`config.mk`:
```
export PLATFORM = sky130hd
export DESIGN_NAME = mdu_iterative
export DESIGN_NICKNAME = d
export VERILOG_FILES = /design/src/rtl/mdu_iterative.sv
export SDC_FILE = /design/constraint.sdc
export NUM_CORES = 2
export LEC_CHECK = 0
export CORE_MARGIN = 1
export CORE_UTILIZATION = 40
export CTS_BUF_LIST = sky130_fd_sc_hd__clkbuf_16
export CTS_CLUSTER_DIAMETER = 30
export DETAILED_ROUTE_END_ITERATION = 6
export SLEW_MARGIN = 10
export SYNTH_ARGS = -nofsm -noshare
export SYNTH_HDL_FRONTEND = slang
export SYNTH_SLANG_ARGS = --single-unit
```
`constraint.sdc`:
```
create_clock -name clk -period 8.83 [get_ports clk]
set_input_delay 0.883 -clock clk [delete_from_list [all_inputs] [get_ports clk]]
set_output_delay 0.883 -clock clk [all_outputs]
set_load 0.005 [all_outputs]
```
`src/rtl/mdu_iterative.sv`:
```
// mdu_iterative: multi-cycle MULT/MULTU/DIV/DIVU unit for the EX stage.
// Multiply takes MUL_CYCLES busy cycles, divide is radix-2 restoring with
// one quotient bit per busy cycle. Results land in HI/LO on the BUSY->DONE edge.
// Optional feature macro: MDU_EARLY_OUT_EN (short-circuits trivial divides).
module mdu_iterative #(
  parameter int WIDTH      = 32,
  parameter int MUL_CYCLES = 2
) (
  input  logic             clk,
  input  logic             rst,
  input  logic             start,
  input  logic [1:0]       op,
  input  logic [WIDTH-1:0] src_a,
  input  logic [WIDTH-1:0] src_b,
  input  logic             flush,
  output logic             ALU_stall,
  output logic             ALU_done,
  output logic [WIDTH-1:0] hi,
  output logic [WIDTH-1:0] lo
);

  // Counter must hold both WIDTH and the largest legal MUL_CYCLES (15).
  localparam int CW = $clog2(WIDTH + 16);
  localparam logic [CW-1:0] DIV_LOAD = CW'(WIDTH);
  localparam logic [CW-1:0] MUL_LOAD = CW'(MUL_CYCLES);
  localparam logic [CW-1:0] CNT_ONE  = CW'(1);

  typedef enum logic [1:0] {
    S_IDLE,
    S_BUSY,
    S_DONE
  } state_t;

  state_t r_state;
  state_t w_state_next;

  logic [CW-1:0]    r_cnt;
  logic [1:0]       r_op;      // op[1]=divide, op[0]=unsigned
  logic [WIDTH-1:0] r_a;       // multiplicand, or dividend/quotient shift register
  logic [WIDTH-1:0] r_b;       // multiplier, or divisor magnitude
  logic [WIDTH-1:0] r_rem;     // partial remainder
  logic             r_neg_q;
  logic             r_neg_r;
  logic [WIDTH-1:0] r_hi;
  logic [WIDTH-1:0] r_lo;
`ifdef MDU_EARLY_OUT_EN
  logic             r_early;
`endif

  // Operand magnitudes at accept; unsigned ops never negate.
  logic             w_a_neg;
  logic             w_b_neg;
  logic [WIDTH-1:0] w_a_mag;
  logic [WIDTH-1:0] w_b_mag;
  logic             w_accept;

  assign w_a_neg  = ~op[0] & src_a[WIDTH-1];
  assign w_b_neg  = ~op[0] & src_b[WIDTH-1];
  assign w_a_mag  = w_a_neg ? (~src_a + 1'b1) : src_a;
  assign w_b_mag  = w_b_neg ? (~src_b + 1'b1) : src_b;
  assign w_accept = (r_state == S_IDLE) && start && !flush;

`ifdef MDU_EARLY_OUT_EN
  // Quotient is trivially known when the divisor is zero or exceeds the dividend.
  logic w_early;
  assign w_early = (w_b_mag == '0) || (w_a_mag < w_b_mag);
`endif

  // Product of the captured operands, extended according to signedness.
  logic [2*WIDTH-1:0] w_ext_a;
  logic [2*WIDTH-1:0] w_ext_b;
  logic [2*WIDTH-1:0] w_prod;

  assign w_ext_a = r_op[0] ? {{WIDTH{1'b0}}, r_a} : {{WIDTH{r_a[WIDTH-1]}}, r_a};
  assign w_ext_b = r_op[0] ? {{WIDTH{1'b0}}, r_b} : {{WIDTH{r_b[WIDTH-1]}}, r_b};
  assign w_prod  = w_ext_a * w_ext_b;

  // One restoring step: shift next dividend bit in, trial-subtract the divisor.
  logic [WIDTH:0]   w_shift;
  logic [WIDTH:0]   w_diff;
  logic             w_qbit;
  logic [WIDTH-1:0] w_rem_step;
  logic [WIDTH-1:0] w_quo_step;

  assign w_shift    = {r_rem, r_a[WIDTH-1]};
  assign w_diff     = w_shift - {1'b0, r_b};
  assign w_qbit     = ~w_diff[WIDTH];
  assign w_rem_step = w_qbit ? w_diff[WIDTH-1:0] : w_shift[WIDTH-1:0];
  assign w_quo_step = {r_a[WIDTH-2:0], w_qbit};

  // Final HI/LO values presented on the last busy cycle.
  logic [WIDTH-1:0] w_q_mag;
  logic [WIDTH-1:0] w_r_mag;
  logic [WIDTH-1:0] w_hi_res;
  logic [WIDTH-1:0] w_lo_res;

  // Select magnitudes, apply signed fix-up, or slice the product.
  always_comb begin
    w_q_mag = w_quo_step;
    w_r_mag = w_rem_step;
`ifdef MDU_EARLY_OUT_EN
    if (r_early) begin
      w_q_mag = (r_b == '0) ? '1 : '0;
      w_r_mag = r_a;
    end
`endif
    if (r_op[1]) begin
      w_hi_res = r_neg_r ? (~w_r_mag + 1'b1) : w_r_mag;
      w_lo_res = r_neg_q ? (~w_q_mag + 1'b1) : w_q_mag;
    end else begin
      w_hi_res = w_prod[2*WIDTH-1:WIDTH];
      w_lo_res = w_prod[WIDTH-1:0];
    end
  end

  // State register.
  always_ff @(posedge clk) begin
    if (rst) r_state <= S_IDLE;
    else     r_state <= w_state_next;
  end

  // Next-state and handshake outputs; flush wins over everything.
  always_comb begin
    w_state_next = r_state;
    ALU_stall    = 1'b0;
    ALU_done     = 1'b0;
    case (r_state)
      S_IDLE: begin
        ALU_stall = start;
        if (w_accept) w_state_next = S_BUSY;
      end
      S_BUSY: begin
        ALU_stall = 1'b1;
        if (r_cnt == CNT_ONE) w_state_next = S_DONE;
      end
      S_DONE: begin
        ALU_stall    = 1'b1;
        ALU_done     = 1'b1;
        w_state_next = S_IDLE;
      end
      default: w_state_next = S_IDLE;
    endcase
    if (flush) w_state_next = S_IDLE;
  end

  // Datapath: capture at accept, iterate while busy, commit HI/LO on the last cycle.
  always_ff @(posedge clk) begin
    if (rst) begin
      r_cnt   <= '0;
      r_op    <= '0;
      r_a     <= '0;
      r_b     <= '0;
      r_rem   <= '0;
      r_neg_q <= 1'b0;
      r_neg_r <= 1'b0;
      r_hi    <= '0;
      r_lo    <= '0;
`ifdef MDU_EARLY_OUT_EN
      r_early <= 1'b0;
`endif
    end else if (flush) begin
      r_cnt <= '0;
    end else if (w_accept) begin
      r_op    <= op;
      r_rem   <= '0;
      r_neg_q <= w_a_neg ^ w_b_neg;
      r_neg_r <= w_a_neg;
      if (op[1]) begin
        r_a   <= w_a_mag;
        r_b   <= w_b_mag;
        r_cnt <= DIV_LOAD;
`ifdef MDU_EARLY_OUT_EN
        r_early <= w_early;
        if (w_early) r_cnt <= CNT_ONE;
`endif
      end else begin
        r_a   <= src_a;
        r_b   <= src_b;
        r_cnt <= MUL_LOAD;
`ifdef MDU_EARLY_OUT_EN
        r_early <= 1'b0;
`endif
      end
    end else if (r_state == S_BUSY) begin
      r_cnt <= r_cnt - CNT_ONE;
      if (r_op[1]) begin
        r_a   <= w_quo_step;
        r_rem <= w_rem_step;
      end
      if (r_cnt == CNT_ONE) begin
        r_hi <= w_hi_res;
        r_lo <= w_lo_res;
      end
    end
  end

  assign hi = r_hi;
  assign lo = r_lo;

endmodule
```
==> impl_metrics.toml <==
[logic_synthesis]
synthTopCellsByArea = "fa_1, inv_1, ha_1"
ys.flop_type = "dfxtp_1"
synth_top_cell_by_area = "fa_1"
yosysSeqAreaShare_pct = 5.73
ys_ff_latch = 172
synth.cell_area_um2 = 60100
synth.distinct_cells = 87
synth_top_area_share_pct = 47.3
synth.avg_cell_area_um2 = 8.88
ys_async_sr_fraction_pct = 0
ys_warn_count = 0
synth.most_common_cell = "inv_1"
syn-instance-count = 6768
synthTopCellsByCount = "inv_1, fa_1, nand2_1, and2_1, nor2_1"
synth_edf_count = 0
syn_nets = 8609

[floorplan]
start_util_pct = 40.5
die_h_um = 390
die_x_um = 390
ios = 136
dieArea_um2 = 152000
rows = 141
core_area_um2 = 148000

[global_route]
grt_pass1_wl_um = 327000
grt_antenna_before_repair = 6
gr-usage-all-layers_pct = 28.9
grt_pass1_vias = 51600
grt_max_degree = 74
gr-total-overflow = 0

[pwr]
p_switching_mw = 3.29
seq_power_share_pct = 12.8
cellLeakagePower_nw = 35.0
swShare_pct = 50.1
power_frac_comb_pct = 74.5
total_power_mw = 6.56
vdd_drop_max_v = 0.000186
p_clk_share_pct = 12.7
p_per_area_nw_per_um2 = 92.9
p_int_mw = 3.27

[timing]
clock.fmax_mhz = 114
slew_headroom_pct = 30.3
slew_viol_final = 0
setup_viol = 0
rsz0062_at_grt = "yes"
hold_violations = 0
post-route-period-util_pct = 99.3
whs_ps = 459
worst_pin_slew_ps = 1040
fin_crit_ps = 8770
clock_skew_ps = 17.1

[status]
violations = "design-rule violations"
status = "finished, violations left"

[hold_path]
hp-start = "lo[2]$_SDFFE_PP0P_"
hold_path_class = "reg2reg"

[clock_network]
holdBufCountCts = 0
clkTransAtPathRegs_ps = 80
cts_tree = "yes"
clock_latency_ps = 550
cts_num_sinks = 172
cts_made_buffers = 17
cts_buffer_depth = 2
root_buffer = "clkbuf_16"
ctsHtreeMaxLevel = 4

[critical_path]
crit_family = "adder cells"
crit_arrival_ps = 9200
worstSetupEndpointType = "flip-flop"
crit_path_start_kind = "flip-flop"
crit_type = "reg2reg"
crit_buf_inv = 7
path_max_fanout = 7
crit_start = "r_b[9]$_SDFFE_PP0P_"
crit_top_cell = "fa_1"
slowest_stage = "fa_1"
critPathRequiredTime_ps = 9260
timing.rr.start = "r_b[9]$_SDFFE_PP0P_"
max_stage_delay_ps = 580

[final_layout]
fin_nets = 9104
syn_to_final_growth_pct = 17.6
fillCellCount = 14200
drive_above_1_share_pct = 14.8

[routing]
wl_per_cell_um = 23.0
drc = 7
vias = 48600
viasPerCell = 5.24
firstDrtPassIters = 7
drt_wl_total_um = 213000
drt.antenna.violating_nets = 0
drt_iter0_drc = 4258

[placement]
portBuffers = 135
hpwl_um = 186000
gp_congestion = 0.998

[flow_run]
drv_cap = 0
[sequential cells by signal, summed over array words and instances, names as in the netlist]
name / count
r_rem: 32
r_cnt: 6
lo: 32
r_neg_r: 1
r_state: 2
r_op: 2
r_a: 32
hi: 32
r_b: 32
r_neg_q: 1
[metrics by stage]
| stage | TNS, ps | instances | setup WS, ps | cell area [um^2] | utilization (%) |
|---|---|---|---|---|---|
| floorplan | 0 | 6768 | 0.424 | 60100 | - |
| detailed placement | -6360 | 9206 | -432 | 68400 | 46.1 |
| finish | 0 | 9280 | 58.1 | 70600 | 47.6 |
| global placement | -6280 | 9206 | -433 | 68400 | 46.1 |
| CTS | -3.75 | 9246 | -3.75 | 69400 | 46.8 |
| global route | -1730 | 9278 | -209 | 70600 | 47.6 |
[cell families after synthesis]
group	after synthesis	share of synthesized area [%]
AO/OA/AOI/OAI	755	8.50
XOR/XNOR	239	3.48
multiplexers	40	0.694
adder cells (fa/ha/maj)	1775	54.7
AND/OR/NAND/NOR	1820	14.6
flip-flops	172	5.73
buffers and inverters	1967	12.3
[area by class of cell]
class,count,area [um^2],area share (%)
multi-input combinational,4629,50300,71.2
clock buffer,17,425,0.602
antenna,2,5.00,0.00709
clock inverter,15,143,0.202
tap,2002,2500,3.55
timing repair buffer,842,7700,10.9
inverter,1601,6020,8.53
sequential,172,3540,5.01
[layer usage]
layer	vias up	global-route usage [%]	part of all wire, %
met5	-	0	0.0056
met4	2	8.32	3.1
met3	280	6.01	8.6
met2	1889	43.7	44
met1	25100	41.6	44
li1	21300	-	-
[final timing paths]
path	to	slack, ps	cells after the start
setup reg to reg	hi[26]$_SDFFE_PP0P_	60	30
hold reg to reg	lo[2]$_SDFFE_PP0P_	460	2
setup / recovery	hi[26]$_SDFFE_PP0P_	60	30
hold / removal	lo[2]$_SDFFE_PP0P_	460	2
[power groups by stage]
stage	logic [mW]	clock network (mW)	registers, mW
global route	5.36	0.873	0.841
floorplan	2.54	0	0.824
global placement	4.48	0	0.857
CTS	4.66	0.852	0.839
finish	4.88	0.836	0.840
detailed placement	4.47	0	0.858
[cell usage in the layout, fill, tap and decap left out, types with 20 or more instances in the layout]
master,synthesis,layout
a21oi_2,1,21
or3_1,24,24
inv_1,1596,1549
buf_6,1,30
o31ai_1,26,25
dfxtp_1,172,131
o211ai_1,26,26
fa_2,0,58
clkdlybuf4s50_1,0,134
a222oi_1,31,31
buf_12,0,68
ha_1,351,329
a21o_1,68,66
inv_2,0,45
a22oi_1,30,30
mux2i_1,27,27
nand2_1,681,664
fa_1,1420,1362
xnor2_1,153,148
ha_4,0,21
and3_1,23,20
a31oi_1,22,21
o21ai_0,144,131
nor3_1,59,51
buf_4,1,602
and2_1,512,504
nor2_1,361,352
dfxtp_2,0,23
a21oi_1,190,168
nor4_1,23,21
a211oi_1,52,47
xor2_1,86,84
nand3_1,43,37
[tightest hold or removal path, stage by stage, from the launching register on]
cell     delay (ps)
dfxtp_1         310
nand2_1          50
a21oi_1          50
[repair_timing]
item	4_1_cts	5_1_grt
hold endpoints to repair	0	0
resized for setup	121	253
gates cloned	0	2
pin swaps	70	158
buffers inserted	9	31
setup endpoints to repair	29	36
(Power assumes the default switching activity.)
